==> src/rtl/count1k_pkg.sv <==
// Shared constants and state encoding for the modulo-1000 interval timer.
package count1k_pkg;

    localparam int MOD_DEF = 1000;
    localparam int W_DEF   = 10;

    typedef enum logic {
        IDLE = 1'b0,
        RUN  = 1'b1
    } state_t;

endpackage

==> src/rtl/count1k_core.sv <==
// W-bit up-counter datapath; clear has priority over increment.
module count1k_core #(
    parameter int W = 10
) (
    input  logic         clk,
    input  logic         clr,
    input  logic         en,
    output logic [W-1:0] q
);

    always_ff @(posedge clk) begin
        if (clr) begin
            q <= '0;
        end else if (en) begin
            q <= q + W'(1);
        end
    end

endmodule

==> src/rtl/count1k_timer_ctrl.sv <==
// Interval timer controller: runs the shared counter from 0 to len_eff-1 and
// pulses done at each interval end, one-shot or periodic.
//
//   state | meaning
//   IDLE  | waiting for a request, counter held at 0, req_ready high
//   RUN   | counting toward len_eff-1, busy high
module count1k_timer_ctrl
    import count1k_pkg::*;
#(
    parameter int MOD = MOD_DEF,
    parameter int W   = W_DEF
) (
    input  logic         clk,
    input  logic         reset,
    input  logic         req_valid,
    output logic         req_ready,
    input  logic [W-1:0] req_len,
    input  logic         req_periodic,
    input  logic         hold,
    input  logic         abort,
    output logic [W-1:0] q,
    output logic         done,
    output logic         busy
);

    localparam logic [W-1:0] LEN_MAX_M1 = W'(MOD - 1);

    state_t       state;
    state_t       state_nxt;
    logic [W-1:0] len_m1_r;
    logic [W-1:0] len_m1_in;
    logic         periodic_r;
    logic         accept;
    logic         terminal;
    logic         clr;
    logic         en;
    logic         done_nxt;

    assign req_ready = (state == IDLE);
    assign accept    = req_valid && req_ready;
    assign terminal  = (q == len_m1_r);

    // Out-of-range lengths (0 or above MOD) run a full modulus period.
    assign len_m1_in = (req_len == '0 || 32'(req_len) > MOD) ? LEN_MAX_M1
                                                              : req_len - W'(1);

    always_ff @(posedge clk) begin
        if (reset) begin
            state      <= IDLE;
            len_m1_r   <= LEN_MAX_M1;
            periodic_r <= 1'b0;
            done       <= 1'b0;
            busy       <= 1'b0;
        end else begin
            state <= state_nxt;
            done  <= done_nxt;
            busy  <= (state_nxt == RUN);
            if (accept) begin
                len_m1_r   <= len_m1_in;
                periodic_r <= req_periodic;
            end
        end
    end

    always_comb begin
        state_nxt = state;
        case (state)
            IDLE: begin
                if (req_valid) state_nxt = RUN;
            end
            RUN: begin
                if (abort) begin
                    state_nxt = IDLE;
                end else if (!hold && terminal && !periodic_r) begin
                    state_nxt = IDLE;
                end
            end
            default: state_nxt = IDLE;
        endcase
    end

    always_comb begin
        clr      = 1'b0;
        en       = 1'b0;
        done_nxt = 1'b0;
        case (state)
            IDLE: begin
                clr = 1'b1;
            end
            RUN: begin
                en = !hold;
                if (abort) begin
                    clr = 1'b1;
                end else if (!hold && terminal) begin
                    clr      = 1'b1;
                    done_nxt = 1'b1;
                end
            end
            default: clr = 1'b1;
        endcase
        if (reset) clr = 1'b1;
    end

    count1k_core #(.W(W)) u_core (
        .clk (clk),
        .clr (clr),
        .en  (en),
        .q   (q)
    );

endmodule
==> config.mk <==
export PLATFORM = sky130hd
export DESIGN_NAME = count1k_timer_ctrl
export DESIGN_NICKNAME = d
export VERILOG_FILES = /design/src/rtl/count1k_pkg.sv /design/src/rtl/count1k_core.sv /design/src/rtl/count1k_timer_ctrl.sv
export SDC_FILE = /design/constraint.sdc
export NUM_CORES = 1
export LEC_CHECK = 0
export CAP_MARGIN = 20
export CORE_MARGIN = 4
export CORE_UTILIZATION = 48
export DETAILED_ROUTE_END_ITERATION = 16
export GPL_TIMING_DRIVEN = 0
export HOLD_SLACK_MARGIN = 0.06
export PLACE_DENSITY_LB_ADDON = 0.05
export SYNTH_ARGS = -nofsm -noshare
export SYNTH_HDL_FRONTEND = slang
export SYNTH_HIERARCHICAL = 1
export SYNTH_SLANG_ARGS = --single-unit
==> constraint.sdc <==
create_clock -name clk -period 2.04 [get_ports clk]
set_input_delay 0.204 -clock clk [delete_from_list [all_inputs] [get_ports clk]]
set_output_delay 0.204 -clock clk [all_outputs]
set_load 0.005 [all_outputs]
==> results.yml, run 1 <==
critical_path:
  end_kind: "register"
  r2r_end: "u_core/q[9]$_SDFFE_PP0P_"
  cp_max_fo: 10
  crit_type: "register to register"
  cp.arrival_ns: 2.03
  r2r_slack_ns: 0.22
  rr_startpoint: "u_core/q[0]$_SDFFE_PP0P_"
  required_ns: 2.26
  r2r_cells: 7
  cp-start-kind: "register"
min_path:
  hold_start: "reset"
  hp-class: "input port to register"
  hold_path_end: "periodic_r$_SDFFE_PP0P_"
  hold_path_depth: 2
cts:
  clk_latency_ns: 0.31
  cts_buffers: 3
  cts_buffer_depth: 2
  cts_sinks: 23
  clockRootBuffer: "clkbuf_4"
  cts_tree: "built"
  htreeDepth: 1
  clk_pin_slew_worst_paths_ns: 0.12
pwr:
  leakage_uw: 0.000534
  power.density_mw_per_mm2: 525
  ir_drop_mv: 0.698
global_routing:
  grt_start_max_net_pins: 13
  grt_pass1_vias: 997
  antenna_found_initial: 0
  grt.total_usage: 0.163
  grt_pass1_wl_um: 4400
  gr-total-overflow: 0
floorplanning:
  die_h_um: 58.4
  rows: 18
  dieArea_mm2: 0.00341
  io_pins: 29
  core_mm2: 0.00245
  die_x_um: 58.4
  start_util: 0.497
job:
  maxCapViolations: 0
timing:
  period_needed_ns: 1.82
  max_freq_mhz: 550
  period_share: 0.892
  worst_pin_slew_ns: 0.383
  timing.hold.ws_ns: 0.205
  setup_viol: 0
  clock_skew_ns: 0.00713
  rsz0062_at_grt: "no"
  hold_viol: 0
  finalSetupTns_ns: 0
  maxSlewHeadroom: 0.745
  maxSlewViolCount: 0
routing:
  drt-vias-per-instance: 5.38
  wl_um: 2510
  route.detailed.drc: 0
  firstDrtPassIters: 4
  wl_per_cell_um: 12.7
  drt_iter0_markers: 28
  drtAntennaViolNets: 0
  vias: 1066
synth:
  ys_warn_count: 6
  synthFlopType: "dfxtp_1"
  synth_nets: 155
  syn_area_per_cell_um2: 8.90
  synth_edf_count: 0
  synth_area_mm2: 0.00122
  ys_seq_elements: 23
  yosysSeqAreaShare: 0.377
  yosysUniqueCellTypes: 35
  async_flop_share: 0
  syn-instance-count: 137
placed_design:
  portBuffers: 27
  dp_hpwl_um: 1950
  routabilityCongestion: 0.800
  post_dp_cell_area_mm2: 0.00153
layout:
  antenna_cells: 0
  areaGrowthSynthToFinish_pct: 27.5
  final_nets: 187
  drive_above_1_share: 0.0655
  finish.instance_area_mm2: 0.00156
outcome:
  outcome: "finished clean"
## layer usage
| layer | part of all wire | vias to the layer above | global-route usage |
|---|---|---|---|
| li1 | - | 547 | - |
| met1 | 0.47 | 491 | 0.217 |
| met2 | 0.47 | 26 | 0.265 |
| met3 | 0.059 | 2 | 0.0526 |
| met4 | 0.0052 | 0 | 0.0199 |
| met5 | 0 | - | 0 |
## cells by family after synthesis
kind of cell    Yosys count  share of synthesized area
xor+xnor                 21                      0.151
mux                       3                     0.0256
buf+inv                  13                     0.0492
flops                    23                      0.377
simple gates             51                      0.242
compound gates           24                      0.134
fa+ha+maj                 2                     0.0205
## cell type report
cell class                      instances  area, um2
Tap cell                               30       37.5
Clock buffer                            4       26.3
Sequential cell                        23        460
Timing Repair Buffer                   27        270
Fill cell                             223        900
Multi-Input combinational cell        101        699
Buffer                                  5       31.3
Inverter                                8       30.0
## worst max-delay path, stage by stage (launching register included)
cell      delay (ns)
dfxtp_1         0.46
xor2_1          0.11
nor4_1          0.31
nand3_1         0.18
nand2_1         0.12
clkbuf_2        0.23
nor2_1          0.06
mux2_2          0.26
## cells in the mapped netlist (3+ instances only)
library cell / n / area, um2
nand4_1: 3 / 18.8
xor2_1: 15 / 131
inv_1: 8 / 30.0
a21oi_1: 8 / 40.0
o22a_1: 6 / 52.6
nand3_1: 4 / 20.0
nand2_1: 5 / 18.8
clkbuf_1: 3 / 11.3
xnor2_1: 6 / 52.6
nor3_1: 4 / 20.0
nor2_1: 14 / 52.6
nand2b_1: 4 / 25.0
nor4_1: 4 / 25.0
dfxtp_1: 23 / 460
## state kept, by name, indices dropped and copies added (netlist names)
| signal | cells |
|---|---|
| len_m1_r | 10 |
| periodic_r | 1 |
| done | 1 |
| state | 1 |
| u_core/q | 10 |
## placed cells by master, fill, tap and decap left out
cell and instances:
nor3_1 4, nand3b_1 2, a311oi_1 1, nand4b_1 1, dfxtp_1 23, a211o_1 1
o21a_1 1, a21oi_1 8, and3_1 2, clkbuf_4 3, nand2b_4 1, o31ai_1 2
clkdlybuf4s50_1 27, o22a_1 6, ha_1 2, nand3_1 4, nand4_1 3, nor2b_1 1
o22ai_1 2, nand2b_1 4, or3_1 2, buf_6 1, mux2i_1 2, buf_4 1
nand2_1 5, o21ai_2 1, clkbuf_2 1, or4_1 2, xnor2_1 6, clkbuf_1 3
nand3_2 1, nor4_4 1, nor2_1 14, mux2_2 1, xor2_1 15, inv_1 8
nor4_1 4, o21ai_0 2
## report_power, final
group,internal [uW],switching (uW)
clock network,76.4,133
registers,467,12.6
logic,71.2,57.6
total,614,203
## metrics by stage
step	setup slack, ns	std cells	utilization	total power, uW
floorplan	0.362	137	-	560
global placement	0.0416	194	0.622	615
detailed placement	0.00834	194	0.622	619
CTS	0.0460	198	0.633	824
global route	0.0228	198	0.634	861
finish	0.221	198	0.634	817
## timing repair
action	in CTS	in global routing
gates resized for setup	0	2
endpoints found under the hold margin	0	0
endpoints found under the setup margin	0	1
buffers inserted	0	0
hold buffers	0	0
## worst max-delay path by stage
stage	to	cells after the start	startpoint
after floorplan	u_core/q[9]$_SDFFE_PP0P_	7	u_core/q[0]$_SDFFE_PP0P_
after global placement	u_core/q[9]$_SDFFE_PP0P_	7	hold
after detailed placement	u_core/q[9]$_SDFFE_PP0P_	7	hold
after CTS	u_core/q[9]$_SDFFE_PP0P_	7	u_core/q[0]$_SDFFE_PP0P_
after global routing	u_core/q[9]$_SDFFE_PP0P_	7	u_core/q[0]$_SDFFE_PP0P_
final	u_core/q[9]$_SDFFE_PP0P_	7	u_core/q[0]$_SDFFE_PP0P_
Power figures use the tool's default switching activity.
==> run 2, diff against run 1 <==
SKIP_CTS_REPAIR_TIMING = 1   (was not set)
==> results of run 2 <==
The final DEF is identical to that of run 1; final timing and power are the same.
